`src/rtl/io_input_bank.sv`:
```
// Memory-mapped input bank: NUM_PORTS synchronised, debounced input ports and a sticky change-status word.
// Optional feature macro IO_IN_IRQ_EN adds a registered, maskable irq output driven from the status word.
module io_input_bank #(
    parameter int                   NUM_PORTS    = 2,
    parameter int                   DATA_W       = 32,
    parameter logic [5:0]           BASE_SEL     = 6'h30,
    parameter int                   DEBOUNCE_CYC = 4,
    parameter logic [NUM_PORTS-1:0] IRQ_MASK     = '1
) (
    input  logic                          io_clk,
    input  logic                          reset,
    input  logic [31:0]                   addr,
    input  logic                          rd_en,
    input  logic [NUM_PORTS*DATA_W-1:0]   in_port,
    output logic [31:0]                   io_read_data
`ifdef IO_IN_IRQ_EN
   ,output logic                          irq
`endif
);

    localparam int                CNT_W      = (DEBOUNCE_CYC <= 1) ? 1 : $clog2(DEBOUNCE_CYC);
    localparam logic [CNT_W-1:0]  CNT_MAX    = CNT_W'(DEBOUNCE_CYC - 1);
    localparam logic [5:0]        STATUS_SEL = 6'(BASE_SEL + NUM_PORTS);

    logic [DATA_W-1:0]    sync1  [NUM_PORTS];
    logic [DATA_W-1:0]    sync2  [NUM_PORTS];
    logic [DATA_W-1:0]    stable [NUM_PORTS];
    logic [CNT_W-1:0]     cnt    [NUM_PORTS];
    logic [NUM_PORTS-1:0] status;
    logic [NUM_PORTS-1:0] status_next;
    logic [NUM_PORTS-1:0] accept;
    logic [5:0]           sel;
    logic                 status_clr;

    assign sel = addr[7:2];

    logic unused_addr_bits;
    assign unused_addr_bits = ^{addr[31:8], addr[1:0]};

    // Acceptance fires when a differing value has persisted for DEBOUNCE_CYC edges.
    always_comb begin
        // NOTE: every always_comb output gets a default first so no latch is inferred.
        accept = '0;
        for (int i = 0; i < NUM_PORTS; i++) begin
            accept[i] = (sync2[i] != stable[i]) && (cnt[i] == CNT_MAX);
        end
        status_clr  = rd_en && (sel == STATUS_SEL);
        // Set wins over a coincident clear so no change event is lost.
        status_next = (status & ~{NUM_PORTS{status_clr}}) | accept;
    end

    always_ff @(posedge io_clk or posedge reset) begin
        if (reset) begin
            // NOTE: the small per-port arrays are register banks, not RAM, so they are reset element by element.
            for (int i = 0; i < NUM_PORTS; i++) begin
                sync1[i]  <= '0;
                sync2[i]  <= '0;
                stable[i] <= '0;
                cnt[i]    <= '0;
            end
            status <= '0;
        end else begin
            // NOTE: non-blocking assignments keep the sync1 -> sync2 -> stable chain a true pipeline.
            for (int i = 0; i < NUM_PORTS; i++) begin
                sync1[i] <= in_port[i*DATA_W +: DATA_W];
                sync2[i] <= sync1[i];
                if (accept[i]) begin
                    stable[i] <= sync2[i];
                    cnt[i]    <= '0;
                end else if (sync2[i] != stable[i]) begin
                    cnt[i]    <= cnt[i] + 1'b1;
                end else begin
                    cnt[i]    <= '0;
                end
            end
            status <= status_next;
        end
    end

    always_comb begin
        io_read_data = 32'd0;
        for (int i = 0; i < NUM_PORTS; i++) begin
            if (sel == 6'(BASE_SEL + i)) begin
                io_read_data = 32'(stable[i]);
            end
        end
        if (sel == STATUS_SEL) begin
            io_read_data = 32'(status);
        end
    end

`ifdef IO_IN_IRQ_EN
    // Registered from status_next so irq tracks status on the same edge.
    always_ff @(posedge io_clk or posedge reset) begin
        if (reset) begin
            irq <= 1'b0;
        end else begin
            irq <= |(status_next & IRQ_MASK);
        end
    end
`else
    localparam logic [NUM_PORTS-1:0] unused_irq_mask = IRQ_MASK;
`endif

endmodule

```
`config.mk`:
```
export PLATFORM = sky130hd
export DESIGN_NAME = io_input_bank
export DESIGN_NICKNAME = d
export VERILOG_FILES = /design/src/rtl/io_input_bank.sv
export SDC_FILE = /design/constraint.sdc
export NUM_CORES = 1
export LEC_CHECK = 0
export ABC_AREA = 1
export CAP_MARGIN = 25
export CORE_ASPECT_RATIO = 0.9
export CORE_MARGIN = 1
export CORE_UTILIZATION = 35
export CTS_BUF_LIST = sky130_fd_sc_hd__clkbuf_8
export DETAILED_ROUTE_END_ITERATION = 8
export PLACE_DENSITY = 0.54
export REMOVE_ABC_BUFFERS = 1
export SLEW_MARGIN = 20
export SYNTH_ARGS = -nofsm -noshare
export SYNTH_HDL_FRONTEND = slang
export SYNTH_SLANG_ARGS = --single-unit
```
`constraint.sdc`:
```
create_clock -name io_clk -period 7.85 [get_ports io_clk]
set_input_delay 0.785 -clock io_clk [delete_from_list [all_inputs] [get_ports io_clk]]
set_output_delay 0.785 -clock io_clk [all_outputs]
set_load 0.005 [all_outputs]
```
; Word level (Yosys, flattened, before mapping)
; Index checks and enable logic that the tools add are counted.
[classes]
addsub = 2
n_eq_ne = 7
n_mux = 7
n_bitwise = 3
n_reduce_logical = 3
[ops]
columns = operator, count
row1 = $mux 32, 3
row2 = $ne 32x32->1, 2
row3 = $eq 6x6->1 const B, 3
row4 = $mux 2, 4
row5 = $add 2x1->2 const B, 2
row6 = $eq 2x2->1 const B, 2
row7 = $logic_and 1x1->1, 3
row8 = $and 2x2->2, 1
row9 = $not 2->2, 1
row10 = $or 2x2->2, 1
[totals]
regBits = 198
input_bits = 99
out_inout_bits = 32
elab_cells = 31

; Longest topological paths before layout
[logic_depth]
depth_word = 5
ltp_mapped = 12
ltp_nobuf = 11

; Worst setup path before layout
; OpenSTA, ideal clock, no wires.
[synth_path]
kind = in2out
startpoint = input addr[5]
endpoint = output io_read_data[10]
t_arrival_ns = 1.517
required_time_ns = 7.065
path_slack_ns = 5.548
cell_stages = 4
path_buffers = 1
cell_sequence = nor2_1 -> nand4_1 -> clkbuf_1 -> o22ai_1
[synth_via]
elab_chain_cells = 4
elab_cells_between_ends = 6
classes_between = eq/ne (3) / mux (3)
[synth_lines]
columns = element, line
row1 = from (decl), 12  ; input logic [31:0] addr,
row2 = $eq 6x6->1, 83  ; if (sel == 6'(BASE_SEL + i)) begin
row3 = $mux 32 (2 in series), 83
row4 = $mux 32 (*), 87  ; if (sel == STATUS_SEL) begin
row5 = to (decl), 15  ; output logic [31:0] io_read_data
; Mark *: on every way between the ends. The rest lies on a longest branch, timed or not.

; Worst setup path in the final report
[layout_path]
startpoint = input addr[5]
endpoint = output io_read_data[13]
; The elaborated chain is that of the path after synthesis.

==> flow_summary.ini <==
[run_status]
outcome = complete, no violations

[setup_path]
start_kind = primary input
r2r.worst_path.cells = 9
endpoint_kind = output port
rr_startpoint = stable[4]$_DFFE_PP0P_
rrSetupSlack_ps = 5540
r2r_end = stable[18]$_DFFE_PP0P_
path_class = in -> out
critPathArrivalTime_ps = 2730
crit_fanout = 32
crit_start = addr[5]
cp_data_required_time_ps = 7070

[clock_tree]
clkSinkCount = 198
worstSkewPairLatency_ps = 470
cts.root.buffer_cell = clkbuf_8
numCtsBuffers = 17
clk_transition_reported_paths_ps = 100
cts_resized = 0
htree_levels = 4
cts_setup_buffers = 0
cts_tree = built
hold_buffers = 0
clk_path_buf_depth = 2

[finish]
drive_gt1_share_pct = 5.854
final_cell_count_no_fill = 1123
nets = 925
area_growth_syn_to_layout_pct = 23.11
fillCellCount = 2010
antenna_cells = 0

[synthesis]
synth_top_area_share_pct = 66.70
avgSynthCellArea_um2 = 10.29
synthCells = 722
yosys.area.top_type = dfrtp_1
synth_seq_cells = 198
yosysWarnings = 0
synth-seq-area-share_pct = 66.70
syn-cell-area_mm2 = 0.007428
ys_async_sr_fraction_pct = 100.0
synthTopCellsByCount = nand2_1 (228), dfrtp_1 (198), inv_1 (87), nand3_1 (64), xnor2_1 (46)
synthTopCellsByArea = dfrtp_1 (67%), nand2_1 (12%), xnor2_1 (5.4%)
ys_types = 22
ys.flop_type = dfrtp_1
yosysMostFrequentCell = nand2_1
synth_edf_count = 0

[power_and_ir_drop]
powerDensity_mw_per_mm2 = 210.0
p_total_mw = 1.921
ir_drop_uv = 106.9
p_leak_nw = 4.394

[timing]
setup_slack_ps = 4339
rsz0062_at_grt = false
relSlewSlack_pct = 40.29
fin_crit_ps = 3511
hold_viol_final = 0
clock.fmax_mhz = 284.8
worstMarginPinSlew_ps = 895.6
finalClockSkew_ps = 19.55
slew_viol_final = 0
setup_viol = 0
post-route-period-util_pct = 44.73
finalSetupTns_ps = 0

[min_path]
hold_depth = 0
hold_end = sync2[1]$_DFF_PP0_
hp-class = reg -> reg
worstHoldStart = sync1[1]$_DFF_PP0_

[detailed_routing]
routed_wl_mm = 15.77
num_vias = 4864
viasPerCell = 4.331
final_antenna_net_count = 0
drc_errors = 0
drt_iter0_drc = 299
wl_per_cell_um = 14.04
first_pass_iters = 4

[die]
die_area_mm2 = 0.02181
start_util_pct = 35.66
dieWidth_um = 155.6
num_rows = 50
pin_count = 131
die_h_um = 140.2
coreArea_mm2 = 0.02083

[placement]
dp_hpwl_mm = 10.14
portBuffers = 104
placedCellCount = 1091
gp_congestion = 0.7858
post-place-ws_ps = 4392

[global_route]
antenna_found_initial = 0
grt_max_degree = 132
grt_pass1_vias = 4770
overflow = 0
grt_pass1_wl_mm = 25.39
grt_usage_pct = 15.58

[run]
drv_cap = 0
worst max path at each step:
stage,end,depth (start not counted)
global route,io_read_data[14],6
global placement,io_read_data[13],6
detailed placement,io_read_data[13],6
CTS,io_read_data[13],6
finish,io_read_data[13],6
floorplan,cnt[0]$_DFF_PP0_,1
sequential cells by signal, summed over array words and instances (netlist names):
name / cells
cnt: 4
sync1: 64
status: 2
stable: 64
sync2: 64
cell families (layout without fill, tap and decap cells):
kind of cell               after synthesis  in the layout  share of synthesized area (%)
AOI/OAI and AO/OA                       35             35                          2.964
and+or+nand+nor                        324            324                          17.96
DFF                                    198            198                          66.70
xor gates and xnor gates                46             46                          5.424
buffers and inverters                  117            232                          6.619
adders and majority gates                2              2                         0.3368
where the power goes:
| part | internal, mW | switching [mW] |
|---|---|---|
| Clock | 0.300 | 0.390 |
| Combinational | 0.0675 | 0.0608 |
| Sequential | 1.07 | 0.0330 |
| Total | 1.44 | 0.484 |
final cells by class:
| type | count | area (um^2) | area share, % |
|---|---|---|---|
| Tap cell | 286 | 357.8 | 3.913 |
| Clock buffer | 17 | 234.0 | 2.558 |
| Inverter | 91 | 349.1 | 3.817 |
| Multi-Input combinational cell | 407 | 1982 | 21.67 |
| Clock inverter | 15 | 188.9 | 2.066 |
| Timing Repair Buffer | 109 | 1079 | 11.79 |
| Sequential cell | 198 | 4955 | 54.18 |
worst max-delay path, stage by stage:
cell	delay, ps
clkdlybuf4s50_1	400
nor2_1	190
nand4_1	130
buf_4	270
o22ai_1	350
clkdlybuf4s50_1	580
through the flow:
step / hold WS, ps / cell area (um^2) / utilization (%)
2_1_floorplan: 331.2 / 7278 / -
3_3_place_gp: 332.2 / 8722 / 41.87
3_5_place_dp: 334.7 / 8722 / 41.87
4_1_cts: 356.8 / 9145 / 43.90
5_1_grt: 361.6 / 9145 / 43.90
6_report: 352.0 / 9145 / 43.90
routing by layer:
layer | up-vias | part of all wire, % | wire length [um] | GRT usage (%)
met5 | - | 0 | 0 | 0
met4 | 0 | 0.81 | 127 | 3.870
met3 | 13 | 4.5 | 717 | 4.239
met2 | 118 | 44 | 7017 | 23.86
met1 | 2310 | 50 | 7906 | 21.92
li1 | 2423 | - | - | -
placed cells by master (no fill, tap or decap), types with 5 or more instances in the layout:
master / count
clkbuf_8: 17
nor2_1: 21
o22ai_1: 30
nand3_1: 64
inv_8: 6
buf_4: 5
dfrtp_1: 198
xnor2_1: 46
nand2_1: 228
clkdlybuf4s50_1: 104
inv_1: 86
Power figures use the tool's default switching activity.
==> RTL change, RTL diff (same flow settings) <==
The option `IO_IN_IRQ_EN` is turned on by a define.
--- a/src/rtl/io_input_bank.sv
+++ b/src/rtl/io_input_bank.sv
@@ -2,2 +2,4 @@
 // Optional feature macro IO_IN_IRQ_EN adds a registered, maskable irq output driven from the status word.
+`define IO_IN_IRQ_EN
+
 module io_input_bank #(
Formal check against the unedited RTL (old outputs only; new: irq): equivalent (Yosys induction, for registers that start in step).
==> RTL change against the unedited design <==
  * Sequential cell count is 1 higher
  * Count of clock-buffer cells in the layout up 1
  * Clock power down 12%
  * Setup slack got worse by 0.0092 ns
  * Design area about the same
  * Sequential share of layout area rose by 0.31 points
  * Non-clock buffer count is the same
  * Largest cell class unchanged
  * Area after synthesis rose by 0.42%
  * Die area rose by 0.41%
  * First-iteration DRC count fell by 0.33%
  * Routed wire length down 5.9%
  * Total power down 4.3%
  * Critical path depth is 1 higher
==> RTL change: results (changes against the unedited design) <==
Skew-Pair Late Insertion Delay -> 0.46 ns
GPL Wtd Cong -> 0.748 (-4.8%)
Sequential cell area fraction in the yosys report -> 66.8% (about the same)
Antenna fix cells -> 0 (unchanged)
Final nets -> 923 (-0.22%)
Global-route wire length before repair -> 25000 um (-1.6%)
Placed inst area -> 8750 um^2 (+0.36%)
Synthesis Warnings -> 0 (unchanged)
Worst-margin pin slew -> 0.913 ns (+0.0178 ns)
FFs w/ async S/R, synth -> 100% (unchanged)
GRT Util Overall -> 15.0% (-0.60 points)
Layout cells sized above 1 -> 5.87% (+0.014 points)
Starting DRT DRC Count -> 298 (-0.33%)
Max IR drop VDD -> 152 uV (+42%)
Post-Route WL -> 14800 um (-5.9%)
Synth area leaders -> dfrtp_1, nand2_1, xnor2_1
Post-CTS sizing -> 0 (unchanged)
Commonest cells post-synth -> nand2_1, dfrtp_1, inv_1
Crit path arrival time -> 2.74 ns (about the same)
Largest fanout on the critical path -> 32 (unchanged)
Port Buffers -> 105 (+0.96%)
Clk_skew -> 0.0199 ns (+0.000351 ns)
Primary FF master, synth -> dfrtp_1
Largest regs -> stable x64, sync1 x64, sync2 x64
CTS Buf Count -> 17 (unchanged)
Root Driver -> clkbuf_8
HPWL Detailed -> 9150 um (-9.8%)
HP Class -> register to register
Synth cell types -> 23 (+4.5%)
FILL cells -> 2028 (+0.90%)
Initial antenna violation count -> 0 (unchanged)
Vias -> 4855 (-0.19%)
H-tree lvl count -> 4 (unchanged)
Pin count of the biggest net entering global routing -> 127 (-3.8%)
Status -> completed
First-pass iteration count of the detailed router -> 5 (+1)
LEAKAGE -> 4.36 nW (-0.74%)
Clock buffer depth -> 2 (unchanged)
Postcts setup bufs -> 0 (unchanged)
Clk slew on worst S/H paths -> 0.10 ns (about the same)
-- RTL change: changes by cell type after synthesis, sizes merged, moves of 2 or more --
cell,delta
a21oi,+2
o21ai,-2
nor2,+2
nand2,-9
-- RTL change: through the flow --
step	worst slack [ns]	std cells
after floorplan	1.64	694
after global routing	4.22	1121
after global placement	4.35	1088
after CTS	4.35	1120
final	4.33	1121
after detailed placement	4.36	1088
-- RTL change: final timing paths --
kind,from,endpoint,slack [ns],depth (start not counted)
worst max-delay path,addr[5],io_read_data[27],4.33,7
min in group asynchronous,reset,sync1[61],0.90,2
worst min register to register,sync1[46],sync2[46],0.35,0
worst min-delay path,sync1[46],sync2[46],0.35,0
worst max register to register,stable[37],stable[45],5.39,9
max in group asynchronous,reset,stable[42],5.76,4
-- RTL change: cells by family (layout without fill, tap and decap cells) --
kind of cell / after synthesis / after routing / synth area share [%]
buffers and inverters: 117 / 232 / 6.59
flip-flops: 199 / 199 / 66.8
adder cells (fa/ha/maj): 2 / 2 / 0.335
XOR/XNOR: 47 / 47 / 5.52
AND/OR/NAND/NOR: 320 / 320 / 17.8
AO/OA/AOI/OAI: 35 / 35 / 3.00
-- RTL change: critical path, stage by stage --
cell and delay, ns:
clkdlybuf4s50_1 0.39, or2_2 0.31, inv_1 0.08, nand3_1 0.07
buf_4 0.27, o22ai_1 0.27, clkdlybuf4s50_1 0.55
-- RTL change: report_power, final --
group	internal [mW]	switching [mW]	total, mW	leakage [nW]
clock network	0.257	0.348	0.605	0.195
registers	1.07	0.0324	1.11	2.32
logic	0.0691	0.0579	0.127	1.85
-- RTL change: layout make-up --
| cell class | count | area [um^2] | share of cell area [%] |
|---|---|---|---|
| Tap cell | 286 | 358 | 3.92 |
| Clock buffer | 18 | 248 | 2.71 |
| Timing Repair Buffer | 109 | 1100 | 12.0 |
| Sequential cell | 199 | 4980 | 54.5 |
| Inverter | 91 | 349 | 3.82 |
| Multi-Input combinational cell | 404 | 1990 | 21.8 |
| Clock inverter | 14 | 110 | 1.20 |
-- RTL change: metal layers --
metal	vias up	wire length [um]	track usage, %
met5	-	0	0
met4	0	189	4.80
met3	16	632	3.40
met2	99	6660	22.6
met1	2317	7360	21.3
li1	2423	-	-
